[config.mk]
export PLATFORM = sky130hd
export DESIGN_NAME = branch_predict_ctrl
export DESIGN_NICKNAME = d
export VERILOG_FILES = /design/src/rtl/branch_predict_ctrl.sv
export SDC_FILE = /design/constraint.sdc
export NUM_CORES = 1
export LEC_CHECK = 0
export ABC_CLOCK_PERIOD_IN_PS = 2320
export BUFFER_PORTS_ARGS = -buffer_cell sky130_fd_sc_hd__buf_4
export CAP_MARGIN = 40
export CORE_ASPECT_RATIO = 1.4
export CORE_MARGIN = 3
export CORE_UTILIZATION = 51
export DETAILED_ROUTE_END_ITERATION = 16
export PLACE_DENSITY = 0.8
export SYNTH_ARGS = -nofsm -noshare
export SYNTH_HDL_FRONTEND = slang
export SYNTH_SLANG_ARGS = --single-unit
[constraint.sdc]
create_clock -name clock -period 2.32 [get_ports clock]
set_input_delay 0.464 -clock clock [delete_from_list [all_inputs] [get_ports clock]]
set_output_delay 0.464 -clock clock [all_outputs]
set_load 0.1 [all_outputs]
[src/rtl/branch_predict_ctrl.sv]
// Bimodal branch predictor: 2^INDEX_BITS saturating 2-bit counters with a sequential table clear.
// Optional statistics outputs (lookup_count, miss_count) are enabled by defining BP_STATS_EN.
module branch_predict_ctrl #(
  parameter int unsigned INDEX_BITS = 4
) (
  input  logic        clock,
  input  logic        reset,
  input  logic        init,
  input  logic        lookup_valid,
  input  logic [31:0] lookup_pc,
  input  logic        update_valid,
  input  logic [31:0] update_pc,
  input  logic        outcome,
  input  logic        miss,
  output logic        prediction,
  output logic        pred_valid,
`ifdef BP_STATS_EN
  output logic [15:0] lookup_count,
  output logic [15:0] miss_count,
`endif
  output logic        busy
);

  localparam int unsigned DEPTH = 1 << INDEX_BITS;
  localparam logic [0:0] READY = 1'b0;
  localparam logic [0:0] CLEAR = 1'b1;

  logic [1:0]            ctr_q [DEPTH];
  logic [0:0]            state_q, state_d;
  logic [INDEX_BITS-1:0] ptr_q, ptr_d;
  logic [INDEX_BITS-1:0] lidx, uidx;
  logic [1:0]            upd_old, upd_new, look_val;
  logic                  upd_en;

  assign lidx    = lookup_pc[INDEX_BITS+1:2];
  assign uidx    = update_pc[INDEX_BITS+1:2];
  assign upd_old = ctr_q[uidx];
  assign upd_en  = update_valid && (state_q == READY);
  assign busy    = (state_q == CLEAR);

  always_comb begin
    upd_new = upd_old;
    if (outcome) begin
      if (upd_old != 2'b11) upd_new = upd_old + 2'b01;
    end else begin
      if (upd_old != 2'b00) upd_new = upd_old - 2'b01;
    end
  end

  // Same-index update forwards its new value so the lookup sees the post-update counter.
  assign look_val = (upd_en && (uidx == lidx)) ? upd_new : ctr_q[lidx];

  always_comb begin
    state_d = state_q;
    ptr_d   = ptr_q;
    case (state_q)
      READY: begin
        if (init) begin
          state_d = CLEAR;
          ptr_d   = '0;
        end
      end
      CLEAR: begin
        if (init) begin
          ptr_d = '0;
        end else begin
          ptr_d = ptr_q + 1'b1;
          if (ptr_q == '1) state_d = READY;
        end
      end
      default: begin
        state_d = READY;
        ptr_d   = '0;
      end
    endcase
  end

  always_ff @(posedge clock or posedge reset) begin
    if (reset) begin
      for (int unsigned i = 0; i < DEPTH; i++) ctr_q[i] <= 2'b01;
    end else if (state_q == CLEAR) begin
      ctr_q[ptr_q] <= 2'b01;
    end else if (update_valid) begin
      ctr_q[uidx] <= upd_new;
    end
  end

  always_ff @(posedge clock or posedge reset) begin
    if (reset) begin
      state_q    <= READY;
      ptr_q      <= '0;
      prediction <= 1'b0;
      pred_valid <= 1'b0;
    end else begin
      state_q    <= state_d;
      ptr_q      <= ptr_d;
      pred_valid <= lookup_valid;
      prediction <= lookup_valid && (state_q == READY) && look_val[1];
    end
  end

`ifdef BP_STATS_EN
  always_ff @(posedge clock or posedge reset) begin
    if (reset) begin
      lookup_count <= '0;
      miss_count   <= '0;
    end else if (init) begin
      lookup_count <= '0;
      miss_count   <= '0;
    end else begin
      if (lookup_valid && (lookup_count != 16'hFFFF)) lookup_count <= lookup_count + 16'd1;
      if (update_valid && miss && (state_q == READY) && (miss_count != 16'hFFFF)) begin
        miss_count <= miss_count + 16'd1;
      end
    end
  end
`endif

endmodule
==> results.md, run 1 <==
- Final setup margin: 0.334 ns
- First-pass iteration count of the detailed router: 4
- Synth top area share: 0.247
- Tcrit/Tclk final: 0.856
- Clock Power Share: 0.313
- Simple-gate share of the synthesized area: 0.130
- # nets final: 296
- Finished Layout Cells: 282
- Crit-path cells: buf_4, mux4_1, mux2_2, maj3_2, nand2b_2, o32a_1
- Synth Area in Compound Gates: 0.124
- Worst path max stage delay: 0.64 ns
- Setup TNS: 0 ns
- Via/cell ratio: 6.30
- # diodes: 0
- Worst-Skew Late Latency: 0.30 ns
- Placer Congestion: 0.848
- Area leader, netlist: dfrtp_1
- Resized cells post-CTS: 0
- Top Ports: 74
- F_max: 503 MHz
- CP Capture Type: flip-flop
- Placed wire-length estimate: 4000 um
- Part of the power in combinational logic: 0.218
- Die height: 86.0 um
- Crit-path max FO: 13
- Status: finished, final reports clean
- Rel. slew slack: 0.664
- TritonCTS clock tree: built
- Pre-CTS setup slack: 0.0193 ns
- Synth cell types: 34
- Core area: 0.00431 mm2
- Most numerous cell in the Yosys netlist: nor2_1
- Synth Area in Adders: 0.0359
- Post-synth EDFFs: 0
- Tmin final: 1.99 ns
- Top post-synthesis cells by count: nor2_1, dfrtp_1, mux2i_1
- Ys Warns: 0
- VDD IR max: 0.415 mV
- Hold_buf cts: 0
- Synth Area in XOR/XNOR: 0.0263
- Vias in the first global route: 1946
- Internal: 1.38 mW
- RSZ-0062 raised after global routing: false
- Post-synthesis sequential element count: 39
- Antenna Nets Post-Route: 0
- Post-Syn Instances: 204
- CP Launch Type: primary input
- Row count: 28
- Global-route wire length before repair: 9520 um
- Syn nets: 279
- Top_reg_cell synth: dfrtp_1
- Total grt overflow: 0
- Crit path DAT: 2.23 ns
- Max_cap viols: 0
- Num CTS Buffers: 5
- Starting Density: 0.542
- Slew Viols, Final: 0
- Via Count: 1778
- Area Growth Syn to Fin: 12.3%
- Syn Area/Cell: 11.4 um2
- Fillers: 359
- Synth area leaders: dfrtp_1, dfstp_2, mux4_2
- Final setup viols: 0
- Post-synth ARST share: 1.00
- Initial antenna violation count: 0
- Crit Path Class: in -> reg
- Inst Count DP: 274
- Final WL: 5480 um
- Crit path max-delay cell type: mux4_1
- Final hold viol count: 0
- DRC viols: 0
- Setup repair bufs after CTS: 0
- Netlist area before placement: 0.00233 mm2
- PwrDens: 730 mW/mm2
- Sw Pwr: 531 uW
- Share of cells above drive strength 1: 0.311
- Main combinational cell family by area after synthesis: multiplexers
- Clock skew: 0.00910 ns
- Worst-Margin Slew: 0.504 ns
- Initial DRC Count: 160
- Longest Clk Path Bufs: 2
- Die W: 63.2 um
- Drt wl/cell: 19.4 um
- Total clock sinks: 39
- HP Class: in -> reg
- Clock slew at reported path FFs: 0.08 ns
- Total Routing Usage GR: 0.226
- Flop pwr share: 0.468
- CTS Root Cell: clkbuf_8
- Largest net degree at the start of global routing: 40
- Switching Fraction: 0.277
- Crit path required time: 2.56 ns
- Sequential area share after synthesis: 0.427
- Mux contribution to synthesized area: 0.226
- Port Buffer Count: 16
- H-tree depth: 2
- Die ar.: 0.00543 mm2
- Lkg Pwr: 0.988 nW
[per-layer routing]
layer / part of all wire / vias to the layer above / global-route usage
met1: 0.41 / 917 / 0.274
met3: 0.046 / 14 / 0.0446
met2: 0.52 / 56 / 0.378
met5: 0 / - / 0
li1: - / 791 / -
met4: 0.022 / 0 / 0.122
[flip-flops by register name, indices dropped and copies added (netlist names)]
register / flops
busy: 1
ctr_q: 32
pred_valid: 1
prediction: 1
ptr_q: 4
[final cells by class]
class / count / area, um2 / area share
clock inverters: 2 / 35.0 / 0.0134
clock buffers: 6 / 82.6 / 0.0315
repair buffers: 20 / 150 / 0.0573
well taps: 60 / 75.1 / 0.0286
multi-input cells: 151 / 1270 / 0.484
inverters: 4 / 15.0 / 0.00573
flip-flops and latches: 39 / 996 / 0.380
[stage by stage]
step	power [mW]	hold WS [ns]	cell area, um2	utilization
floorplan	1.19	0.495	2330	-
global placement	1.29	0.542	2500	0.581
detailed placement	1.32	0.559	2500	0.581
CTS	1.91	0.279	2620	0.608
global route	2.00	0.267	2620	0.608
finish	1.91	0.274	2620	0.608
[path summary, 6_finish.rpt]
path / endpoint / depth (start not counted) / slack, ns / start
setup / recovery: ctr_q[18]$_DFFE_PP1P_ / 6 / 0.33 / update_pc[2]
hold / removal: pred_valid$_DFF_PP0_ / 1 / 0.27 / lookup_valid
setup reg to reg: ctr_q[9]$_DFFE_PP0P_ / 5 / 0.42 / ctr_q[1]$_DFFE_PP0P_
hold reg to reg: ctr_q[17]$_DFFE_PP0P_ / 2 / 0.57 / ctr_q[17]$_DFFE_PP0P_
max in group asynchronous: ctr_q[10]$_DFFE_PP1P_ / 3 / 1.67 / reset
min in group asynchronous: ctr_q[27]$_DFFE_PP0P_ / 3 / 0.28 / reset
[cells in the final DEF, fill, tap and decap left out]
cell and n:
nand2b_1 4, bufinv_16 1, a21oi_1 1, nand3b_1 2, o32a_1 16, xnor2_1 2, o22ai_1 1, dfrtp_1 23
nor2b_1 2, xor2_1 5, nand4_1 2, buf_4 20, a21oi_2 1, nand2_1 6, nand3_1 4, ha_1 4
o21ai_1 2, mux4_2 10, or3b_2 1, mux2i_1 19, a21o_1 1, o21ai_0 15, dfstp_2 16, mux2_2 3
nand2b_2 4, clkbuf_8 6, inv_1 4, nor2_1 36, nor3_1 1, mux4_1 3, o22a_4 1, clkinv_2 1
maj3_2 3, or2_2 2
[critical path, delay by kind of cell]
family	cells	cell delay, ns
adders and majority gates	1	0.32
muxes	2	0.93
AOI/OAI and AO/OA	1	0.16
buffers and inverters	1	0.22
and+or+nand+nor	1	0.12
[cell families after synthesis]
family          after synthesis
compound gates               38
xor+xnor                      7
fa+ha+maj                     7
buf+inv                      14
flops                        39
mux                          35
simple gates                 64
[power groups by stage]
stage               sequential (mW)  clock (mW)  combinational (mW)
floorplan                     0.874           0               0.320
global placement              0.886           0               0.404
detailed placement            0.902           0               0.420
CTS                           0.889       0.599               0.421
global route                  0.904       0.643               0.458
finish                        0.896       0.600               0.418
Note: power is estimated with default switching activity, not from simulation.
==> inputs of run 2 (changes only) <==
--- a/config.mk
+++ b/config.mk
@@ -8,7 +8,6 @@
 export ABC_CLOCK_PERIOD_IN_PS = 2320
 export BUFFER_PORTS_ARGS = -buffer_cell sky130_fd_sc_hd__buf_4
 export CAP_MARGIN = 40
-export CORE_ASPECT_RATIO = 1.4
 export CORE_MARGIN = 3
 export CORE_UTILIZATION = 51
 export DETAILED_ROUTE_END_ITERATION = 16
==> run 2 against run 1 <==
Against the previous run: sequential share of layout area is 0.44 points higher; routed wire length is 5.3% lower; critical path depth stayed put; combinational power is 1% lower; fmax is 0.32% higher; register-to-register slack hardly changed; power is 5.2% lower; non-clock buffer count stayed put; clock power is 14% lower; critical path type unchanged.
==> results.md, run 2 (synthesis results as in run 1) <==
- Status: finished, final reports clean
- Drt wl/cell: 19.1 um (-1.8%)
- Longest Clk Path Bufs: 2 (unchanged)
- Core area: 0.00420 mm2 (-2.5%)
- Total Routing Usage GR: 0.220 (-0.00543)
- Lkg Pwr: 0.979 nW (-0.98%)
- Slew Viols, Final: 0 (unchanged)
- Via/cell ratio: 6.28 (-0.35%)
- Crit-path max FO: 13 (unchanged)
- DRC viols: 0 (unchanged)
- Total grt overflow: 0 (unchanged)
- Top Ports: 74 (unchanged)
- Most common cell after layout, fill and taps aside: nor2_1
- Max FFs per register: 32 (unchanged)
- Global-route wire length before repair: 8860 um (-7.0%)
- Die ar.: 0.00542 mm2 (-0.22%)
- Hold_buf cts: 0 (unchanged)
- Largest regs: ctr_q: 32 flops, ptr_q: 4 flops
- RSZ-0062 raised after global routing: false
- Setup repair bufs after CTS: 0 (unchanged)
- Commonest cells after routing, fill and taps aside: nor2_1, dfrtp_1, buf_4
- Crit Path Class: in -> reg
- CP Capture Type: flip-flop
- Hold WS: 0.271 ns (-0.00267 ns)
- Crit path DAT: 2.22 ns (about the same)
- Finished Layout Cells: 272 (-3.5%)
- PwrDens: 700 mW/mm2 (-4.1%)
- Critical path's top delay family: multiplexers
- TritonCTS clock tree: built
- CP Launch Type: primary input
- Crit path max-delay cell type: mux4_1
- Crit path required time: 2.56 ns (about the same)
- F_max: 505 MHz (+0.32%)
- Share of cells above drive strength 1: 0.306 (-0.00450)
- Num CTS Buffers: 5 (unchanged)
- Final WL: 5190 um (-5.3%)
- Largest net degree at the start of global routing: 40 (unchanged)
- Tcrit/Tclk final: 0.854 (-0.00269)
- PnR Total Power: 1.81 mW (-5.2%)
- Final setup viols: 0 (unchanged)
- First-pass iteration count of the detailed router: 4 (unchanged)
- Area Growth Syn to Fin: 11.0%
- Layout Utilization: 0.617 (+0.00843)
- Die height: 73.6 um (-14%)
- H-tree depth: 2 (unchanged)
- Rel. slew slack: 0.663 (about the same)
- Worst path bufs/invs: 1 (unchanged)
- Final hold viol count: 0 (unchanged)
- Initial antenna violation count: 0 (unchanged)
- Tmin final: 1.98 ns (-0.00624 ns)
- Setup TNS: 0 ns (unchanged)
- Antenna Nets Post-Route: 0 (unchanged)
- VDD IR max: 0.396 mV (-4.8%)
- HP Class: in -> async
- Total clock sinks: 39 (unchanged)
- Via Count: 1709 (-3.9%)
- Crit-path cells: buf_4, mux4_1, mux2_2, maj3_2, nand2b_2, o32a_1
- Max_cap viols: 0 (unchanged)
- Placer Congestion: 0.858 (+1.2%)
- Placed wire-length estimate: 3740 um (-6.3%)
- # nets final: 296 (unchanged)
- Vias in the first global route: 1736 (-11%)
- Row count: 23 (-18%)
- Resized cells post-CTS: 0 (unchanged)
- Clock skew: 0.0100 ns (+0.000945 ns)
- Largest Register: ctr_q
- Worst-Margin Slew: 0.505 ns (+0.000666 ns)
- Clock slew at reported path FFs: 0.08 ns (about the same)
- Starting Density: 0.555 (+0.0139)
- Die W: 73.6 um (+17%)
- # diodes: 0 (unchanged)
- Initial DRC Count: 157 (-1.9%)
- Worst path max stage delay: 0.63 ns (about the same)
- CTS Root Cell: clkbuf_8
- Inst Count DP: 264 (-3.6%)
- Port Buffer Count: 16 (unchanged)
- Worst-Skew Late Latency: 0.31 ns (about the same)
[run 2: report_power, final]
part	switching [mW]	internal, mW	total [mW]	leakage (nW)
Combinational	0.196	0.217	0.413	0.489
Clock	0.245	0.271	0.516	0.0515
Sequential	0.0680	0.816	0.884	0.438
[run 2: worst min-delay path: stages]
cell   delay, ns
buf_4       0.10
inv_1       0.04
buf_4       0.42
[run 2: layout make-up]
type / instances / area, um2
Multi-Input combinational cell: 151 / 1270
Fill cell: 343 / 1610
Inverter: 4 / 15.0
Timing Repair Buffer: 20 / 150
Clock buffer: 8 / 100
Tap cell: 50 / 62.6
Sequential cell: 39 / 996
[run 2: metrics by stage]
step / setup WS (ns) / cell area, um2
final: 0.340 / 2590
after global routing: 0.194 / 2590
after CTS: 0.324 / 2590
after detailed placement: -0.000730 / 2490
after global placement: 0.0355 / 2490
after floorplan: 0.0206 / 2330
[run 2: worst paths after layout]
check	start	endpoint	slack [ns]	cells past startpoint
setup / recovery	update_pc[2]	ctr_q[22]$_DFFE_PP1P_	0.34	6
hold / removal	reset	ctr_q[15]$_DFFE_PP0P_	0.27	3
setup reg to reg	ctr_q[21]$_DFFE_PP0P_	ctr_q[15]$_DFFE_PP0P_	0.42	5
hold reg to reg	ctr_q[17]$_DFFE_PP0P_	ctr_q[17]$_DFFE_PP0P_	0.57	2
max in group asynchronous	reset	ctr_q[20]$_DFFE_PP1P_	1.67	3
min in group clock	lookup_valid	pred_valid$_DFF_PP0_	0.27	1
[run 2: layer usage]
layer	vias to the layer above	share of wire	track usage	wire, um
met5	-	0	0	0
met4	0	0.022	0.117	115
met3	11	0.062	0.0479	321
met2	53	0.46	0.327	2380
met1	855	0.46	0.302	2370
li1	790	-	-	-
==> inputs of run 3 (changes only) <==
==> config.mk (replaced) <==
export PLATFORM = sky130hd
export DESIGN_NAME = branch_predict_ctrl
export DESIGN_NICKNAME = d
export VERILOG_FILES = /design/src/rtl/branch_predict_ctrl.sv
export SDC_FILE = /design/constraint.sdc
export NUM_CORES = 1
export LEC_CHECK = 0
export ABC_CLOCK_PERIOD_IN_PS = 1700
export BUFFER_PORTS_ARGS = -buffer_cell sky130_fd_sc_hd__buf_4
export CAP_MARGIN = 40
export CORE_MARGIN = 3
export CORE_UTILIZATION = 46
export DETAILED_ROUTE_END_ITERATION = 16
export PLACE_DENSITY = 0.75
export SYNTH_ARGS = -nofsm -noshare
export SYNTH_HDL_FRONTEND = slang
export SYNTH_SLANG_ARGS = --single-unit
==> constraint.sdc (replaced) <==
create_clock -name clock -period 1.7 [get_ports clock]
set_input_delay 0.34 -clock clock [delete_from_list [all_inputs] [get_ports clock]]
set_output_delay 0.34 -clock clock [all_outputs]
set_load 0.1 [all_outputs]
==> run 3 against run 2 <==
Against the previous run: the flow now finishes with violations (negative setup slack); utilization decreased by 2.9 points; design area increased by 9.3%; first-iteration DRC count decreased by 7.6%; sequential power increased by 37%; non-clock buffer count increased by 16; global-route usage decreased by 0.58 points; clock power increased by 30%; routed wire length increased by 14%; combinational power increased by 74%; critical path depth decreased by 1; via count increased by 8.5%.
==> results.md, run 3 (synthesis results as in run 1) <==
- Worst-Margin Slew: 0.494 ns (-0.0109 ns)
- Vias in the first global route: 1903 (+9.6%)
- Longest Clk Path Bufs: 2 (unchanged)
- DRC viols: 0 (unchanged)
- CTS Root Cell: clkbuf_8
- Crit-path cells: mux4_2, mux2_4, maj3_2, nand2b_4, o32a_1
- Final setup viols: 33 (+33)
- Hold_buf cts: 0 (unchanged)
- Drt wl/cell: 19.4 um (+1.4%)
- Crit Path Class: reg -> reg
- Largest Register: ctr_q
- Num CTS Buffers: 5 (unchanged)
- F_max: 534 MHz
- HP Class: in -> async
- Starting Density: 0.484 (-0.0710)
- Pre-CTS setup slack: -0.427 ns (-0.426 ns)
- M3 GR Usage: 0.0411 (-0.00680)
- # nets final: 314 (+6.1%)
- Worst path bufs/invs: 0 (-1)
- Crit path DAT: 2.12 ns (-0.10 ns)
- PwrDens: 917 mW/mm2 (+31%)
- Clock skew: 0.00578 ns (-0.00427 ns)
- Tcrit/Tclk final: 1.10
- CP Capture Type: flip-flop
- Met2 usage: 0.326 (-0.000347)
- FF+latch area: 1000 um2 (+0.38%)
- Largest regs: ctr_q: 32 flops, ptr_q: 4 flops
- Via/cell ratio: 6.04 (-3.9%)
- Worst path max stage delay: 0.48 ns (-0.15 ns)
- Status: finished with violations
- Share of cells above drive strength 1: 0.413 (+0.106)
- Layer with the highest usage: met2
- Layout Utilization: 0.588 (-0.0287)
- Placer Congestion: 0.845 (-1.6%)
- Lkg Pwr: 1.10 nW (+12%)
- TritonCTS clock tree: built
- Most common cell after layout, fill and taps aside: buf_4
- Row count: 25 (+8.7%)
- Top Ports: 74 (unchanged)
- Crit path max-delay cell type: mux4_2
- Die W: 77.2 um (+4.9%)
- Commonest cells after routing, fill and taps aside: buf_4, nor2_1, dfrtp_1
- Initial antenna violation count: 0 (unchanged)
- Worst-Skew Late Latency: 0.31 ns (about the same)
- Crit path required time: 1.95 ns (-0.61 ns)
- Die height: 77.2 um (+4.9%)
- Total grt overflow: 0 (unchanged)
- Placed wire-length estimate: 4020 um (+7.5%)
- Largest net degree at the start of global routing: 40 (unchanged)
- Critical path's top delay family: multiplexers
- Met1 Track Usage GR: 0.300 (-0.00153)
- Final setup margin: -0.174 ns (-0.513 ns)
- Max_cap viols: 0 (unchanged)
- H-tree depth: 2 (unchanged)
- First-pass iteration count of the detailed router: 4 (unchanged)
- Via Count: 1854 (+8.5%)
- Total Routing Usage GR: 0.215 (-0.00585)
- Antenna Nets Post-Route: 0 (unchanged)
- Global-route wire length before repair: 9930 um (+12%)
- Fillers: 395 (+15%)
- Rel. slew slack: 0.671 (+0.00729)
- Area Growth Syn to Fin: 21.4%
- # diodes: 0 (unchanged)
- VDD IR max: 0.557 mV (+41%)
- Port Buffer Count: 16 (unchanged)
- CP Launch Type: flip-flop
- RSZ-0062 raised after global routing: true
- Max FFs per register: 32 (unchanged)
- Total clock sinks: 39 (unchanged)
- Die ar.: 0.00596 mm2 (+10%)
- Clock slew at reported path FFs: 0.09 ns (about the same)
- Failing checks: negative setup slack
- Initial DRC Count: 145 (-7.6%)
- Final hold viol count: 0 (unchanged)
- Final WL: 5940 um (+14%)
- Core area: 0.00482 mm2 (+15%)
- Tmin final: 1.87 ns
- Crit-path max FO: 4 (-9)
- Slew Viols, Final: 0 (unchanged)
- Area of the multi-input gates: 0.00137 mm2 (+7.9%)
-- run 3: cell types whose count changed in the layout (fill, tap and decap cells not counted), moves of 2 or more --
cell and change:
mux2_4 +3, nor2_2 +2, nand2b_4 +4, mux2i_2 +2, buf_4 +15, clkbuf_8 -2
clkinvlp_4 +2, mux4_2 +3, nor2_1 -3, nand2b_2 -4, mux4_1 -3, mux2i_1 -2
mux2_2 -3
-- run 3: path summary, 6_finish.rpt --
check,from,to,slack [ns],cells past startpoint
setup / recovery,ctr_q[8]$_DFFE_PP1P_,ctr_q[8]$_DFFE_PP1P_,-0.17,5
hold / removal,reset,ctr_q[1]$_DFFE_PP0P_,0.14,3
setup reg to reg,ctr_q[8]$_DFFE_PP1P_,ctr_q[8]$_DFFE_PP1P_,-0.17,5
hold reg to reg,ctr_q[17]$_DFFE_PP0P_,ctr_q[17]$_DFFE_PP0P_,0.60,2
max in group asynchronous,reset,ctr_q[24]$_DFFE_PP1P_,1.18,3
min in group clock,lookup_valid,pred_valid$_DFF_PP0_,0.15,1
-- run 3: layer usage --
layer	routed length, um	share of wire
met5	0	0
met4	102	0.017
met3	435	0.073
met2	2780	0.47
met1	2620	0.44
-- run 3: what timing repair did --
item | 4_1_cts | 5_1_grt
resized for setup | 8 | 6
gates cloned | 2 | 0
endpoints found under the hold margin | 0 | 0
endpoints found under the setup margin | 33 | 33
pin swaps | 7 | 6
buffers inserted | 0 | 1
-- run 3: layout make-up --
type | count | area share
inverter | 4 | 0.00530
clock buffer | 5 | 0.0243
multi-input combinational | 153 | 0.483
clock inverter | 3 | 0.00839
tap | 67 | 0.0296
timing repair buffer | 36 | 0.0967
sequential | 39 | 0.353
-- run 3: worst reg2reg max path: stages, from the launching register on --
cell      delay, ns
dfstp_2        0.38
mux4_2         0.48
mux2_4         0.33
maj3_2         0.37
nand2b_4       0.11
o32a_1         0.15
-- run 3: metrics by stage --
| stage | power (mW) | instances | hold WS (ns) | setup TNS (ns) | instance area (um2) |
|---|---|---|---|---|---|
| after floorplan | 1.64 | 204 | 0.371 | -4.01 | 2400 |
| after global placement | 1.83 | 296 | 0.462 | -11.74 | 2670 |
| after detailed placement | 1.85 | 296 | 0.466 | -12.78 | 2670 |
| after global routing | 2.72 | 307 | 0.148 | -6.06 | 2830 |
| after CTS | 2.58 | 306 | 0.148 | -3.95 | 2820 |
| final | 2.60 | 307 | 0.141 | -4.82 | 2830 |
-- run 3: report_power, final --
group	leakage [nW]	total, mW	internal, mW	switching, mW
combinational	0.618	0.719	0.379	0.340
sequential	0.438	1.21	1.11	0.0942
clock	0.0408	0.671	0.294	0.378
